File: config.mk
export PLATFORM = sky130hd
export DESIGN_NAME = fft32_stage_ctrl
export DESIGN_NICKNAME = d
export VERILOG_FILES = /design/src/rtl/fft32_stage_ctrl_pkg.sv /design/src/rtl/fft32_stage_ctrl_delay_line.sv /design/src/rtl/fft32_stage_ctrl.sv
export SDC_FILE = /design/constraint.sdc
export NUM_CORES = 1
export LEC_CHECK = 0
export ABC_AREA = 1
export CAP_MARGIN = 20
export CORE_UTILIZATION = 50
export DETAILED_ROUTE_END_ITERATION = 8
export MAX_ROUTING_LAYER = met4
export PLACE_DENSITY = 0.74
export RECOVER_POWER = 100
export SETUP_SLACK_MARGIN = 0.05
export SKIP_LAST_GASP = 1
export SLEW_MARGIN = 20
export SYNTH_ARGS = -nofsm -noshare
export SYNTH_HDL_FRONTEND = slang
export SYNTH_SLANG_ARGS = --single-unit
File: constraint.sdc
create_clock -name clk_i -period 4.2 [get_ports clk_i]
set_clock_uncertainty 0.15 [all_clocks]
set_input_delay 0.84 -clock clk_i [delete_from_list [all_inputs] [get_ports clk_i]]
set_output_delay 0.84 -clock clk_i [all_outputs]
set_load 0.02 [all_outputs]
File: src/rtl/fft32_stage_ctrl_pkg.sv
// rtl/fft32_stage_ctrl_pkg.sv - shared constants and state encoding for the FFT frame sequencer
package fft32_stage_ctrl_pkg;

    localparam int FFT_NCYC   = 8;
    localparam int FFT_NSTAGE = 2;
    localparam int ROM_LAT    = 1;
    localparam int BF_LAT     = 3;

    localparam int BEAT_W     = $clog2(FFT_NCYC);
    localparam int STAGE_W    = 2;
    localparam int DRAIN_CYC  = ROM_LAT + BF_LAT;
    localparam int CNT_W      = $clog2(DRAIN_CYC + 1);

    localparam logic [BEAT_W-1:0]  LAST_BEAT  = BEAT_W'(FFT_NCYC - 1);
    localparam logic [STAGE_W-1:0] LAST_STAGE = STAGE_W'(FFT_NSTAGE - 1);
    localparam logic [CNT_W-1:0]   LAST_DRAIN = CNT_W'(DRAIN_CYC - 1);

    typedef enum logic [2:0] {
        ST_IDLE  = 3'd0,
        ST_LOAD  = 3'd1,
        ST_ARM   = 3'd2,
        ST_RUN   = 3'd3,
        ST_DRAIN = 3'd4,
        ST_OUT   = 3'd5
    } state_e;

endpackage

File: src/rtl/fft32_stage_ctrl_delay_line.sv
// rtl/fft32_stage_ctrl_delay_line.sv - synchronously cleared shift register, DEPTH stages of WIDTH bits
module fft32_stage_ctrl_delay_line #(
    parameter int WIDTH = 1,
    parameter int DEPTH = 1
) (
    input  logic             clk_i,
    input  logic             rst_i,
    input  logic [WIDTH-1:0] d_i,
    output logic [WIDTH-1:0] q_o
);

    logic [WIDTH-1:0] pipe_q [DEPTH];

    always_ff @(posedge clk_i) begin
        if (rst_i) begin
            for (int i = 0; i < DEPTH; i++) pipe_q[i] <= '0;
        end else begin
            pipe_q[0] <= d_i;
            for (int i = 1; i < DEPTH; i++) pipe_q[i] <= pipe_q[i-1];
        end
    end

    assign q_o = pipe_q[DEPTH-1];

endmodule

File: src/rtl/fft32_stage_ctrl.sv
// rtl/fft32_stage_ctrl.sv - frame sequencer: load, per-stage twiddle runs with aligned writeback, output stream
import fft32_stage_ctrl_pkg::*;

module fft32_stage_ctrl (
    input  logic               clk_i,
    input  logic               rst_i,
    input  logic               in_valid_i,
    output logic               in_ready_o,
    input  logic               out_ready_i,
    output logic               out_valid_o,
    output logic               out_last_o,
    output logic               rom_start_o,
    output logic [STAGE_W-1:0] stage_o,
    output logic [BEAT_W-1:0]  beat_o,
    output logic [BEAT_W-1:0]  wb_addr_o,
    output logic               buf_we_o,
    output logic               bf_en_o,
    output logic               busy_o,
    output logic               done_o
);

    state_e             state_q;
    logic [BEAT_W-1:0]  beat_q;
    logic [STAGE_W-1:0] stage_q;
    logic [CNT_W-1:0]   drain_q;
    logic               done_q;

    logic run_beat;
    logic bf_en;
    logic wb_we;
    logic load_we;

    always_ff @(posedge clk_i) begin
        if (rst_i) begin
            state_q <= ST_IDLE;
            beat_q  <= '0;
            stage_q <= '0;
            drain_q <= '0;
            done_q  <= 1'b0;
        end else begin
            done_q <= 1'b0;
            case (state_q)
                ST_IDLE: begin
                    if (in_valid_i) begin
                        beat_q  <= beat_q + 1'b1;
                        state_q <= ST_LOAD;
                    end
                end
                ST_LOAD: begin
                    if (in_valid_i) begin
                        if (beat_q == LAST_BEAT) begin
                            beat_q  <= '0;
                            stage_q <= '0;
                            state_q <= ST_ARM;
                        end else begin
                            beat_q <= beat_q + 1'b1;
                        end
                    end
                end
                ST_ARM: state_q <= ST_RUN;
                ST_RUN: begin
                    if (beat_q == LAST_BEAT) begin
                        drain_q <= '0;
                        state_q <= ST_DRAIN;
                    end else begin
                        beat_q <= beat_q + 1'b1;
                    end
                end
                // Next stage is armed only after the last writeback has left the pipe.
                ST_DRAIN: begin
                    if (drain_q == LAST_DRAIN) begin
                        beat_q <= '0;
                        if (stage_q == LAST_STAGE) begin
                            state_q <= ST_OUT;
                        end else begin
                            stage_q <= stage_q + 1'b1;
                            state_q <= ST_ARM;
                        end
                    end else begin
                        drain_q <= drain_q + 1'b1;
                    end
                end
                ST_OUT: begin
                    if (out_ready_i) begin
                        if (beat_q == LAST_BEAT) begin
                            beat_q  <= '0;
                            stage_q <= '0;
                            done_q  <= 1'b1;
                            state_q <= ST_IDLE;
                        end else begin
                            beat_q <= beat_q + 1'b1;
                        end
                    end
                end
                default: state_q <= ST_IDLE;
            endcase
        end
    end

    assign run_beat = (state_q == ST_RUN);

    fft32_stage_ctrl_delay_line #(.WIDTH(1), .DEPTH(ROM_LAT)) u_bf_en_dly (
        .clk_i (clk_i),
        .rst_i (rst_i),
        .d_i   (run_beat),
        .q_o   (bf_en)
    );

    fft32_stage_ctrl_delay_line #(.WIDTH(1), .DEPTH(BF_LAT)) u_wb_we_dly (
        .clk_i (clk_i),
        .rst_i (rst_i),
        .d_i   (bf_en),
        .q_o   (wb_we)
    );

    fft32_stage_ctrl_delay_line #(.WIDTH(BEAT_W), .DEPTH(ROM_LAT + BF_LAT)) u_wb_addr_dly (
        .clk_i (clk_i),
        .rst_i (rst_i),
        .d_i   (beat_q),
        .q_o   (wb_addr_o)
    );

    // Input is refused while reset is held so a reset cycle never writes the buffer.
    assign in_ready_o  = ~rst_i & ((state_q == ST_IDLE) | (state_q == ST_LOAD));
    assign load_we     = in_valid_i & in_ready_o;
    assign buf_we_o    = load_we | wb_we;
    assign bf_en_o     = bf_en;
    assign out_valid_o = (state_q == ST_OUT);
    assign out_last_o  = (state_q == ST_OUT) & (beat_q == LAST_BEAT);
    assign rom_start_o = (state_q == ST_ARM);
    assign busy_o      = (state_q != ST_IDLE);
    assign done_o      = done_q;
    assign stage_o     = stage_q;
    assign beat_o      = beat_q;

endmodule

* Word-level counts from Yosys, hierarchy flattened
Memory sizes are Yosys's and may differ from the RTL's.
Cells that the tools add are included.
** Word-level totals
- Input port bits :: 4
- Register bits :: 12
- Word-level logic and storage cells :: 92
- Memories :: 3
- Bits in writable memories :: 16
- Output and inout bits :: 16
** Memories
- u_wb_addr_dly.pipe_q :: depth 4, width 3, rd ports 4, clocked after memory_dff 0, wr ports 4, RTL line fft32_stage_ctrl_delay_line.sv:12 : logic [WIDTH-1:0] pipe_q [DEPTH];
- u_wb_we_dly.pipe_q :: depth 3, width 1, rd ports 3, clocked after memory_dff 0, wr ports 3, RTL line fft32_stage_ctrl_delay_line.sv:12
- u_bf_en_dly.pipe_q :: depth 1, width 1, rd ports 1, clocked after memory_dff 0, wr ports 1, RTL line fft32_stage_ctrl_delay_line.sv:12
** Operators by class
- Equal/unequal tests :: 18
- $add $sub $neg :: 3
- Multiplexer cells :: 37
- Reduce and logical (&&, ||, !) cells :: 11
- Bitwise gates (word level) :: 15
** Operators with widths (count)
- $mux 3 :: 19
- $ne 2x2->1 const B :: 9
- $pmux 3 s6 :: 1
- $pmux 3 s5 :: 1
- $mux 2 :: 5
- $eq 3x2->1 const B :: 3
- $eq 3x3->1 const B :: 3
- $mux 1 :: 9
- $or 1x1->1 :: 9
- $reduce_and 7->1 :: 1
- $add 3x1->3 const B :: 2
- $pmux 2 s3 :: 1
- $pmux 3 s2 :: 1
- $reduce_and 6->1 :: 1
- $reduce_bool 3->1 :: 2
- $reduce_and 5->1 :: 1
- $reduce_bool 5->1 :: 1
- $and 1x1->1 :: 3
- $eq 3x1->1 const B :: 1
- $logic_not 3->1 :: 1
- $not 1->1 :: 3
- $reduce_and 3->1 :: 1
- $reduce_or 3->1 :: 1
- $add 2x1->2 const B :: 1
- other kinds (4) :: 4

* Longest topological paths before layout
Gate-level depths: netlist of run 1.
- Depth after elaboration :: 5
- Depth in mapped cells :: 9
- Depth with buffers taken out :: 9

* Modules after synthesis
From an unflattened synthesis of run 1, not the netlist that was laid out.
** Second synthesis, totals
- Cells, all modules :: 177
- Area, all modules :: 1323.8 um2
** Modules (own cells, without submodules)
- fft32_stage_ctrl :: seq. area each 240.2 um2, area an instance 869.6 um2, cells an instance 128, instances 1
- fft32_stage_ctrl_delay_line at u_wb_addr_dly :: seq. area each 240.2 um2, area an instance 341.6 um2, cells an instance 37, instances 1
- fft32_stage_ctrl_delay_line at u_wb_we_dly :: seq. area each 60.1 um2, area an instance 82.6 um2, cells an instance 9, instances 1
- fft32_stage_ctrl_delay_line at u_bf_en_dly :: seq. area each 20.0 um2, area an instance 30.0 um2, cells an instance 3, instances 1

* Worst setup path before layout of run 1
OpenSTA, ideal clock, no wires.
- Path type :: input-to-output
- Start :: input rst_i
- End :: output buf_we_o
- Arrival :: 1.640 ns
- Cell stages on the path :: 2
- Buffers on the path :: 0
- Slack :: 1.570 ns
- Data required time :: 3.210 ns
- Cells stage by stage :: nor3_1 -> a21o_1
** On the way
- Longest elaborated chain between the ends :: 4
** Ends and longest elaborated chain
- start: declaration :: RTL line fft32_stage_ctrl.sv:6 : input logic rst_i,
- $not 1->1 :: RTL line fft32_stage_ctrl.sv:124 : assign in_ready_o = ~rst_i & ((state_q == ST_IDLE) | (state_q == ST_LOAD));
- $and 1x1->1 :: RTL line fft32_stage_ctrl.sv:124
- $and 1x1->1 :: RTL line fft32_stage_ctrl.sv:125 : assign load_we = in_valid_i & in_ready_o;
- $or 1x1->1 :: RTL line fft32_stage_ctrl.sv:126 : assign buf_we_o = load_we | wb_we;
- end: declaration :: RTL line fft32_stage_ctrl.sv:16 : output logic buf_we_o,
No other way between the ends.

* Final worst setup path of run 1
Same ends and word-level chain as after synthesis.

==> results.json, run 1 <==
{
  "status": "finished clean",
  "maximum_number_of_pins_on_one_net_before_global_route_repair": 22,
  "synth_cells": 167,
  "worst_skew_pair_later_pin_latency_ns": 0.34,
  "cts.reportedPaths.clkPinSlew_ns": 0.16,
  "irDropWorstVdd_v": 0.000348,
  "r2r_setup_slack_ns": 2.44,
  "hold_buffers": 0,
  "r2r.worst_path.cells": 7,
  "cp_slowest_stage_delay_ns": 0.66,
  "track_usage_pct": 22.8,
  "avg_vias_per_cell": 4.81,
  "cells_traversed_along_the_worst_timing_path": "dlygate4sd3_1 > nor3_1 > a21o_1 > dlygate4sd3_1",
  "flow.area_growth_from_synthesis_pct": 21.3,
  "worstReg2RegEnd": "drain_q[1]$_SDFFE_PP0P_",
  "hpwl_mm": 1.80,
  "coreArea_sq_um": 2300,
  "grt_first_pass_wirelength_mm": 4.44,
  "p_comb_share_pct": 40.7,
  "min_delay_path_depth": 2,
  "cp_common_cell": "dlygate4sd3_1",
  "fin_area_sq_um": 1530,
  "path_buf_inv": 2,
  "max_transition_margin_pct": 41.3,
  "power.leakage_nw": 0.719,
  "final_hold_viol_count": 0,
  "power_per_cell_area_nw_per_um2": 590,
  "crit_path_max_fanout": 2,
  "vias_in_the_first_global_route": 1018,
  "final.period_utilization_pct": 79.9,
  "cpMaxStageDelayCell": "dlygate4sd3_1",
  "layout-drive-gt1-share_pct": 13.3,
  "tritoncts": "built",
  "post_cts_resized": 0,
  "yosys_register_bits": 28,
  "flip_flop_cell_with_the_highest_count_after_synthesis": "dfxtp_1",
  "min-delay-path-class": "reg2reg",
  "grt_antenna_before_repair": 0,
  "period_needed_ns": 3.36,
  "mappedNetlistNets": 176,
  "report.final.slew_viol_count": 0,
  "place_area_sq_um": 1480,
  "hold_path_startpoint": "u_wb_we_dly.pipe_q[0][1]$_SDFF_PP0_",
  "p_clk_share_pct": 19.9,
  "worst-setup-path-type": "in2out",
  "number_of_vias_in_the_routed_layout": 1039,
  "worst-endpoint-arrival_ns": 2.37,
  "routabilityCongestion": 0.874,
  "seq_area_frac_synth_pct": 44.4,
  "cts_sinks": 28,
  "cts.repair_timing.setup_buffer_count": 0,
  "syn_area_sq_um": 1260,
  "pin_count": 20,
  "remaining_drc_errors": 0,
  "tritoncts.num_buffers": 3,
  "power.share.sequential_pct": 39.4,
  "place.port_buffers": 19,
  "synth_edf_count": 0,
  "max-cap-violations": 0,
  "row_count": 17,
  "critical_path_end_type": "output pin",
  "route.detailed.wl_per_inst_um": 11.3,
  "internal_power_component_w": 0.000542,
  "rsz0062_at_grt": "no",
  "chipWidth_um": 52.3,
  "clockRootBuffer": "clkbuf_4",
  "total_wire_length_mm": 2.45,
  "ctsHtreeMaxLevel": 1,
  "async_reset_ff_share_pct": 0,
  "tns_ns": 0,
  "power.switching_fraction_pct": 40.0,
  "crit_cells": 4,
  "power.net_switching_w": 0.000362,
  "min_to": "u_wb_we_dly.pipe_q[0][2]$_SDFF_PP0_",
  "drt_iter0_markers": 17,
  "total_power_w": 0.000904,
  "worstSetupStartpointType": "input pin",
  "critPathTopFamily": "buffers and inverters",
  "floorplan.die_area_sq_um": 2730,
  "antenna_left": 0,
  "grt.overflow.total": 0,
  "dieHeight_um": 52.3,
  "post_synth.cell_area_avg_sq_um": 7.57,
  "critical_path_required_ns": 3.21,
  "clock.fmax_mhz": 298,
  "finalNetCount": 198,
  "worstMarginPinSlew_ns": 0.880,
  "drt-pass1-iter-count": 4,
  "synth.lib_cells_used.distinct": 25,
  "number_of_warnings_issued_by_yosys": 0,
  "critical_path.reg2reg.startpoint": "beat_o[1]$_SDFFE_PP0P_",
  "clock_tree.buffer_depth": 2,
  "antennaDiodeCount": 0,
  "setup-violations-final": 0,
  "initial_core_util_pct": 55.0
}
[flip-flops by register name, summed over array words and instances (netlist names)]
signal / flops
drain_q: 3
state_q: 3
u_wb_addr_dly.pipe_q: 12
stage_o: 2
u_bf_en_dly.pipe_q: 1
done_o: 1
beat_o: 3
u_wb_we_dly.pipe_q: 3
[Yosys cell counts (3+ instances only)]
| cell | count | area (sq um) |
|---|---|---|
| inv_1 | 26 | 97.6 |
| nand2_1 | 22 | 82.6 |
| ha_1 | 5 | 62.6 |
| nand3_1 | 7 | 35.0 |
| nor2_4 | 3 | 33.8 |
| dfxtp_1 | 28 | 561 |
| o21ai_0 | 4 | 20.0 |
| o21ai_1 | 3 | 15.0 |
| nor2_2 | 3 | 18.8 |
| nor3_1 | 4 | 20.0 |
| nor2_1 | 39 | 146 |
| inv_2 | 3 | 11.3 |
| nand2_2 | 4 | 25.0 |
[cell type report]
type / count / area (sq um)
clock buffers: 3 / 22.5
fillers: 198 / 764
inverters: 30 / 115
well taps: 28 / 35.0
clock inverters: 1 / 30.0
flip-flops and latches: 28 / 561
multi-input cells: 106 / 576
repair buffers: 20 / 194
[worst min-delay path, delay by kind of cell (launching register included)]
| family | cells | cell delay (ns) |
|---|---|---|
| flip-flops | 1 | 0.33 |
| AND/OR/NAND/NOR | 1 | 0.03 |
| buffers and inverters | 1 | 0.05 |
[power by group through the flow]
stage          logic [W]  clock network [W]  registers (W)
2_1_floorplan   0.000270                  0       0.000360
3_3_place_gp    0.000371                  0       0.000360
3_5_place_dp    0.000381                  0       0.000363
4_1_cts         0.000384           0.000182       0.000357
5_1_grt         0.000416           0.000194       0.000363
6_report        0.000368           0.000180       0.000356
[logic make-up after synthesis]
kind of cell	Yosys count	share of synthesized area [%]
AO/OA/AOI/OAI	11	5.25
AND/OR/NAND/NOR	90	35.3
adder cells (fa/ha/maj)	5	4.95
flip-flops	28	44.4
buffers and inverters	33	10.1
[worst max-delay path by stage]
stage,start,endpoint,slack [ns]
final,rst_i,buf_we_o,0.84
after global routing,rst_i,buf_we_o,0.79
after floorplan,rst_i,buf_we_o,1.57
after CTS,rst_i,buf_we_o,1.02
after detailed placement,rst_i,buf_we_o,1.02
after global placement,rst_i,buf_we_o,1.04
[per-stage QoR]
step                setup slack, ns  hold slack (ns)  utilization, %  std cells
global placement               1.04            0.240            64.6        212
finish                        0.844            0.258            66.7        216
floorplan                      1.57            0.238               -        167
global route                  0.795            0.273            66.7        216
detailed placement             1.02            0.245            64.6        212
CTS                            1.02            0.264            66.9        216
[cell usage in the layout, fill, tap and decap left out, types with 3 or more instances in the layout]
cell type / synthesis / routed
ha_1: 5 / 5
nor2_4: 3 / 3
nor2_2: 3 / 3
inv_2: 3 / 3
nand2_1: 22 / 22
nand3_1: 7 / 7
clkbuf_4: 0 / 3
o21ai_0: 4 / 6
nor2_1: 39 / 39
nor3_1: 4 / 4
dfxtp_1: 28 / 28
inv_1: 26 / 26
nand2_2: 4 / 4
dlygate4sd3_1: 0 / 17
[per-layer routing]
layer | share of wire, % | track usage [%] | vias to the layer above
met2 | 48 | 37.0 | 24
met1 | 48 | 28.8 | 461
li1 | - | - | 550
met3 | 3.3 | 2.61 | 4
met5 | 0 | - | -
met4 | 1.3 | 9.21 | 0
Power figures use the tool's default switching activity.
==> run 2, diff against run 1 <==
==> constraint.sdc (replaced) <==
create_clock -name clk_i -period 3.5 [get_ports clk_i]
set_clock_uncertainty 0.15 [all_clocks]
set_input_delay 0.7 -clock clk_i [delete_from_list [all_inputs] [get_ports clk_i]]
set_output_delay 0.7 -clock clk_i [all_outputs]
set_load 0.02 [all_outputs]
==> run 2 against run 1 <==
  * Power is 19% higher
  * Core utilization stayed put
  * Combinational power rose by 19%
  * Final area unchanged
  * Critical path depth is the same
  * Critical path type unchanged
  * Cell count unchanged
  * Register-to-register slack got worse by 0.64 ns
  * Wire length is 6.4% lower
  * Sequential cell count unchanged
==> results.json, run 2 (same netlist as run 1, synthesis figures left out) <==
{
  "largest_register_ff_count": 12,
  "hold_path_startpoint": "u_wb_addr_dly.pipe_q[2][1]$_SDFF_PP0_",
  "crit_start": "rst_i",
  "final_worst_setup_slack_ns": 0.431,
  "cp_slowest_stage_delay_ns": 0.66,
  "layout.cells.non_filler": 216,
  "chipWidth_um": 52.3,
  "grt_antenna_before_repair": 0,
  "total_wire_length_mm": 2.29,
  "cts.reportedPaths.clkPinSlew_ns": 0.14,
  "setup-violations-final": 0,
  "irDropWorstVdd_v": 0.000509,
  "grt_first_pass_wirelength_mm": 3.85,
  "r2r_setup_slack_ns": 1.80,
  "worst-endpoint-arrival_ns": 2.22,
  "final_hold_viol_count": 0,
  "remaining_drc_errors": 0,
  "power_per_cell_area_nw_per_um2": 701,
  "drt_iter0_markers": 16,
  "place.port_buffers": 19,
  "hold_buffers": 0,
  "cts.repair_timing.setup_buffer_count": 0,
  "grt.overflow.total": 0,
  "avg_vias_per_cell": 4.81,
  "period_needed_ns": 3.07,
  "number_of_vias_in_the_routed_layout": 1039,
  "register_area_sq_um": 561,
  "cts_sinks": 28,
  "critical_path_end_type": "output pin",
  "pin_count": 20,
  "cpMaxStageDelayCell": "dlygate4sd3_1",
  "worstReg2RegEnd": "drain_q[0]$_SDFFE_PP0P_",
  "row_count": 17,
  "fin_area_sq_um": 1530,
  "max_flop_register": "u_wb_addr_dly.pipe_q",
  "cp_common_cell": "dlygate4sd3_1",
  "r2r.worst_path.cells": 8,
  "worstMarginPinSlew_ns": 0.885,
  "worstSetupStartpointType": "input pin",
  "critical_path.reg2reg.startpoint": "drain_q[0]$_SDFFE_PP0P_",
  "maximum_number_of_pins_on_one_net_before_global_route_repair": 22,
  "crit_path_max_fanout": 2,
  "critical_path_required_ns": 2.65,
  "fill_cells": 215,
  "post_cts_resized": 0,
  "flow.area_growth_from_synthesis_pct": 21.3,
  "path_buf_inv": 2,
  "power.leakage_nw": 0.719,
  "report.final.slew_viol_count": 0,
  "critPathTopFamily": "buffers and inverters",
  "ctsHtreeMaxLevel": 1,
  "finalNetCount": 198,
  "layout.cells.most_common": "nor2_1",
  "cells_traversed_along_the_worst_timing_path": "dlygate4sd3_1 > nor3_1 > a21o_1 > dlygate4sd3_1",
  "antenna_left": 0,
  "floorplan.die_area_sq_um": 2730,
  "crit_end": "buf_we_o",
  "crit_cells": 4,
  "max-cap-violations": 0,
  "preCtsSetupSlack_ns": 0.612,
  "tritoncts.num_buffers": 3,
  "worst_skew_pair_later_pin_latency_ns": 0.33,
  "place_area_sq_um": 1480,
  "antennaDiodeCount": 0,
  "tns_ns": 0,
  "min-delay-path-class": "reg2reg",
  "tritoncts": "built",
  "final.period_utilization_pct": 87.7,
  "max_transition_margin_pct": 41.0,
  "coreArea_sq_um": 2300,
  "drt-pass1-iter-count": 4,
  "initial_core_util_pct": 55.0,
  "rsz0062_at_grt": "no",
  "layout-drive-gt1-share_pct": 13.3,
  "route.detailed.wl_per_inst_um": 10.6,
  "clockRootBuffer": "clkbuf_4",
  "clock_tree.buffer_depth": 2,
  "clock.fmax_mhz": 326,
  "worst-setup-path-type": "in2out",
  "dieHeight_um": 52.3,
  "track_usage_pct": 19.7,
  "multi_input_comb_area_sq_um": 576,
  "total_power_w": 0.00108,
  "hpwl_mm": 1.71,
  "layout.cells.most_common_list": "nor2_1, dfxtp_1, inv_1, nand2_1, dlygate4sd3_1",
  "vias_in_the_first_global_route": 935,
  "placed_cells": 212,
  "status": "finished clean",
  "routabilityCongestion": 0.865
}
==> run 2: cell counts in the layout (fill, tap and decap cells not counted) <==
Identical to the previous run, type by type.
==> run 2: report_power, final <==
part,internal (W),total [W],switching (W)
clock,0.000116,0.000209,0.0000936
combinational,0.000166,0.000438,0.000271
sequential,0.000368,0.000428,0.0000597
==> run 2: cell type report <==
type | instances | share of cell area (%)
Multi-Input combinational cell | 106 | 37.6
Sequential cell | 28 | 36.6
Timing Repair Buffer | 20 | 12.7
Inverter | 30 | 7.51
Tap cell | 28 | 2.29
Clock inverter | 1 | 1.96
Clock buffer | 3 | 1.47
==> run 2: routing by layer <==
metal	global-route usage [%]	vias to the layer above	wire length (um)
met4	6.58	0	17
met1	24.3	459	1080
met3	3.48	2	92
met5	-	-	0
met2	32.7	26	1100
li1	-	552	-
==> run 2: metrics by stage <==
step | util [%] | hold slack [ns]
floorplan | - | 0.238
global placement | 64.6 | 0.240
detailed placement | 64.6 | 0.245
CTS | 66.9 | 0.264
global route | 66.7 | 0.270
finish | 66.7 | 0.262
==> run 2: tightest hold or removal path, delay by kind of cell (launching register included) <==
family	cells	cell delay (ns)
flops	1	0.32
simple gates	1	0.03
buf+inv	1	0.04
==> run 2: how the worst min path moves through the flow <==
stage                                                  to  slack, ns  depth (start not counted)
detailed placement  u_wb_addr_dly.pipe_q[3][1]$_SDFF_PP0_       0.24                          2
global route        u_wb_addr_dly.pipe_q[2][0]$_SDFF_PP0_       0.27                          2
finish              u_wb_addr_dly.pipe_q[3][1]$_SDFF_PP0_       0.26                          2
CTS                 u_wb_addr_dly.pipe_q[3][1]$_SDFF_PP0_       0.26                          2
global placement    u_wb_addr_dly.pipe_q[1][2]$_SDFF_PP0_       0.24                          2
floorplan           u_wb_addr_dly.pipe_q[1][0]$_SDFF_PP0_       0.24                          2
==> run 3, diff against run 2 <==
--- a/config.mk
+++ b/config.mk
@@ -7,10 +7,12 @@
 export LEC_CHECK = 0
 export ABC_AREA = 1
 export CAP_MARGIN = 20
-export CORE_UTILIZATION = 50
+export CORE_ASPECT_RATIO = 2
+export CORE_UTILIZATION = 45
 export DETAILED_ROUTE_END_ITERATION = 8
+export HOLD_SLACK_MARGIN = 0.03
 export MAX_ROUTING_LAYER = met4
-export PLACE_DENSITY = 0.74
+export PLACE_DENSITY = 0.68
 export RECOVER_POWER = 100
 export SETUP_SLACK_MARGIN = 0.05
 export SKIP_LAST_GASP = 1
==> run 3 against run 2 <==
  * Sequential cell count is the same
  * Die area rose by 11%
  * Sequential power about the same
  * Largest power group unchanged
  * Power is 3.6% higher
  * Clock-buffer cell count is the same
==> results.json, run 3 (same netlist as run 1, synthesis figures left out) <==
{
  "met2WireLength_mm": 1.16,
  "preCtsSetupSlack_ns": 0.550,
  "tns_ns": 0,
  "number_of_vias_in_the_routed_layout": 1049,
  "dieHeight_um": 76.9,
  "layout.cells.most_common_list": "nor2_1, dfxtp_1, inv_1, nand2_1, dlygate4sd3_1",
  "cts.repair_timing.setup_buffer_count": 0,
  "setup-violations-final": 0,
  "cp_slowest_stage_delay_ns": 0.66,
  "drt-pass1-iter-count": 4,
  "rsz0062_at_grt": "no",
  "place.port_buffers": 19,
  "period_needed_ns": 3.13,
  "post_cts_resized": 0,
  "tritoncts.num_buffers": 3,
  "final_worst_setup_slack_ns": 0.370,
  "largest_register_ff_count": 12,
  "grt.overflow.total": 0,
  "finalNetCount": 198,
  "crit_start": "rst_i",
  "critical_path_end_type": "output pin",
  "coreArea_sq_um": 2600,
  "layout.cells.most_common": "nor2_1",
  "flow.area_growth_from_synthesis_pct": 22.8,
  "power_per_cell_area_nw_per_um2": 718,
  "top_layer_reached_by_signal_wires": "met4",
  "row_count": 26,
  "chipWidth_um": 39.5,
  "path_buf_inv": 2,
  "worst_skew_pair_later_pin_latency_ns": 0.27,
  "power.leakage_nw": 0.727,
  "hold_buffers": 0,
  "antennaDiodeCount": 0,
  "route.detailed.wl_per_inst_um": 10.6,
  "maximum_number_of_pins_on_one_net_before_global_route_repair": 22,
  "critPathTopFamily": "buffers and inverters",
  "ctsHtreeMaxLevel": 1,
  "cpMaxStageDelayCell": "dlygate4sd3_1",
  "vias_in_the_first_global_route": 1017,
  "clockRootBuffer": "clkbuf_8",
  "irDropWorstVdd_v": 0.000391,
  "fill_cells": 266,
  "max_transition_margin_pct": 39.2,
  "cts_sinks": 28,
  "status": "finished clean",
  "layout-drive-gt1-share_pct": 13.3,
  "critical_path_required_ns": 2.65,
  "clock_tree.buffer_depth": 2,
  "max_flop_register": "u_wb_addr_dly.pipe_q",
  "report.final.slew_viol_count": 0,
  "track_usage_pct": 17.7,
  "antenna_left": 0,
  "drt_iter0_markers": 19,
  "final.period_utilization_pct": 89.4,
  "wl_met1_mm": 1.01,
  "worst-setup-path-type": "in2out",
  "max-cap-violations": 0,
  "avg_vias_per_cell": 4.86,
  "critical_path.reg2reg.startpoint": "beat_o[0]$_SDFFE_PP0P_",
  "remaining_drc_errors": 0,
  "worstSetupStartpointType": "input pin",
  "cts.reportedPaths.clkPinSlew_ns": 0.09,
  "routabilityCongestion": 0.907,
  "tritoncts": "built",
  "grt_antenna_before_repair": 0,
  "pin_count": 20,
  "floorplan.die_area_sq_um": 3040,
  "final_hold_viol_count": 0,
  "clock.fmax_mhz": 319,
  "hold_path_startpoint": "u_wb_addr_dly.pipe_q[0][2]$_SDFF_PP0_",
  "hpwl_mm": 1.71,
  "worst-endpoint-arrival_ns": 2.28,
  "worstMarginPinSlew_ns": 0.912,
  "min-delay-path-class": "reg2reg",
  "total_wire_length_mm": 2.29,
  "crit_path_max_fanout": 2,
  "initial_core_util_pct": 48.6,
  "cells_traversed_along_the_worst_timing_path": "dlygate4sd3_1 > nor3_1 > a21o_1 > dlygate4sd3_1",
  "routed-wl-met3_um": 80,
  "cp_common_cell": "dlygate4sd3_1",
  "grt_first_pass_wirelength_mm": 3.98
}
[run 3: changes by cell type in the layout (fill, tap and decap cells not counted)]
| cell | before | now |
|---|---|---|
| clkbuf_8 | 0 | 3 |
| clkbuf_4 | 3 | 0 |
[run 3: final timing paths]
kind | to | slack (ns) | depth (start not counted)
setup / recovery | buf_we_o | 0.37 | 4
setup reg to reg | beat_o[0]$_SDFFE_PP0P_ | 1.83 | 7
hold / removal | u_wb_addr_dly.pipe_q[1][2]$_SDFF_PP0_ | 0.25 | 2
hold reg to reg | u_wb_addr_dly.pipe_q[1][2]$_SDFF_PP0_ | 0.25 | 2
[run 3: power by group]
| part | switching, W | internal, W |
|---|---|---|
| clock network | 0.0000966 | 0.000153 |
| registers | 0.0000571 | 0.000368 |
| logic | 0.000273 | 0.000166 |
| total | 0.000426 | 0.000687 |
[run 3: worst register-to-register path, cell delays in order (launching register included)]
cell and delay [ns]:
dfxtp_1 0.34, ha_1 0.21, ha_1 0.26, nor3_1 0.21, nor2_1 0.10, nor2_2 0.15, inv_1 0.05, o21ai_0 0.14
[run 3: metrics by stage]
stage / utilization [%] / total power, W / cell area, sq um / instances / hold WS, ns
6_report: 59.6 / 0.00111 / 1550 / 216 / 0.253
5_1_grt: 59.6 / 0.00120 / 1550 / 216 / 0.269
4_1_cts: 59.8 / 0.00114 / 1560 / 216 / 0.257
3_5_place_dp: 57.0 / 0.000886 / 1480 / 212 / 0.243
3_3_place_gp: 57.0 / 0.000877 / 1480 / 212 / 0.239
2_1_floorplan: - / 0.000757 / 1260 / 167 / 0.238
[run 3: layout make-up]
cell class | instances | area (sq um) | share of cell area, %
repair buffers | 20 | 194 | 12.5
multi-input cells | 106 | 576 | 37.1
clock buffers | 3 | 41.3 | 2.66
well taps | 28 | 35.0 | 2.26
clock inverters | 1 | 30.0 | 1.94
inverters | 30 | 115 | 7.42
flip-flops and latches | 28 | 561 | 36.1
[run 3: metal layers]
| layer | GRT usage (%) | vias up |
|---|---|---|
| met5 | - | - |
| met3 | 2.02 | 6 |
| met1 | 20.1 | 470 |
| met2 | 29.2 | 26 |
| met4 | 7.59 | 0 |
| li1 | - | 547 |
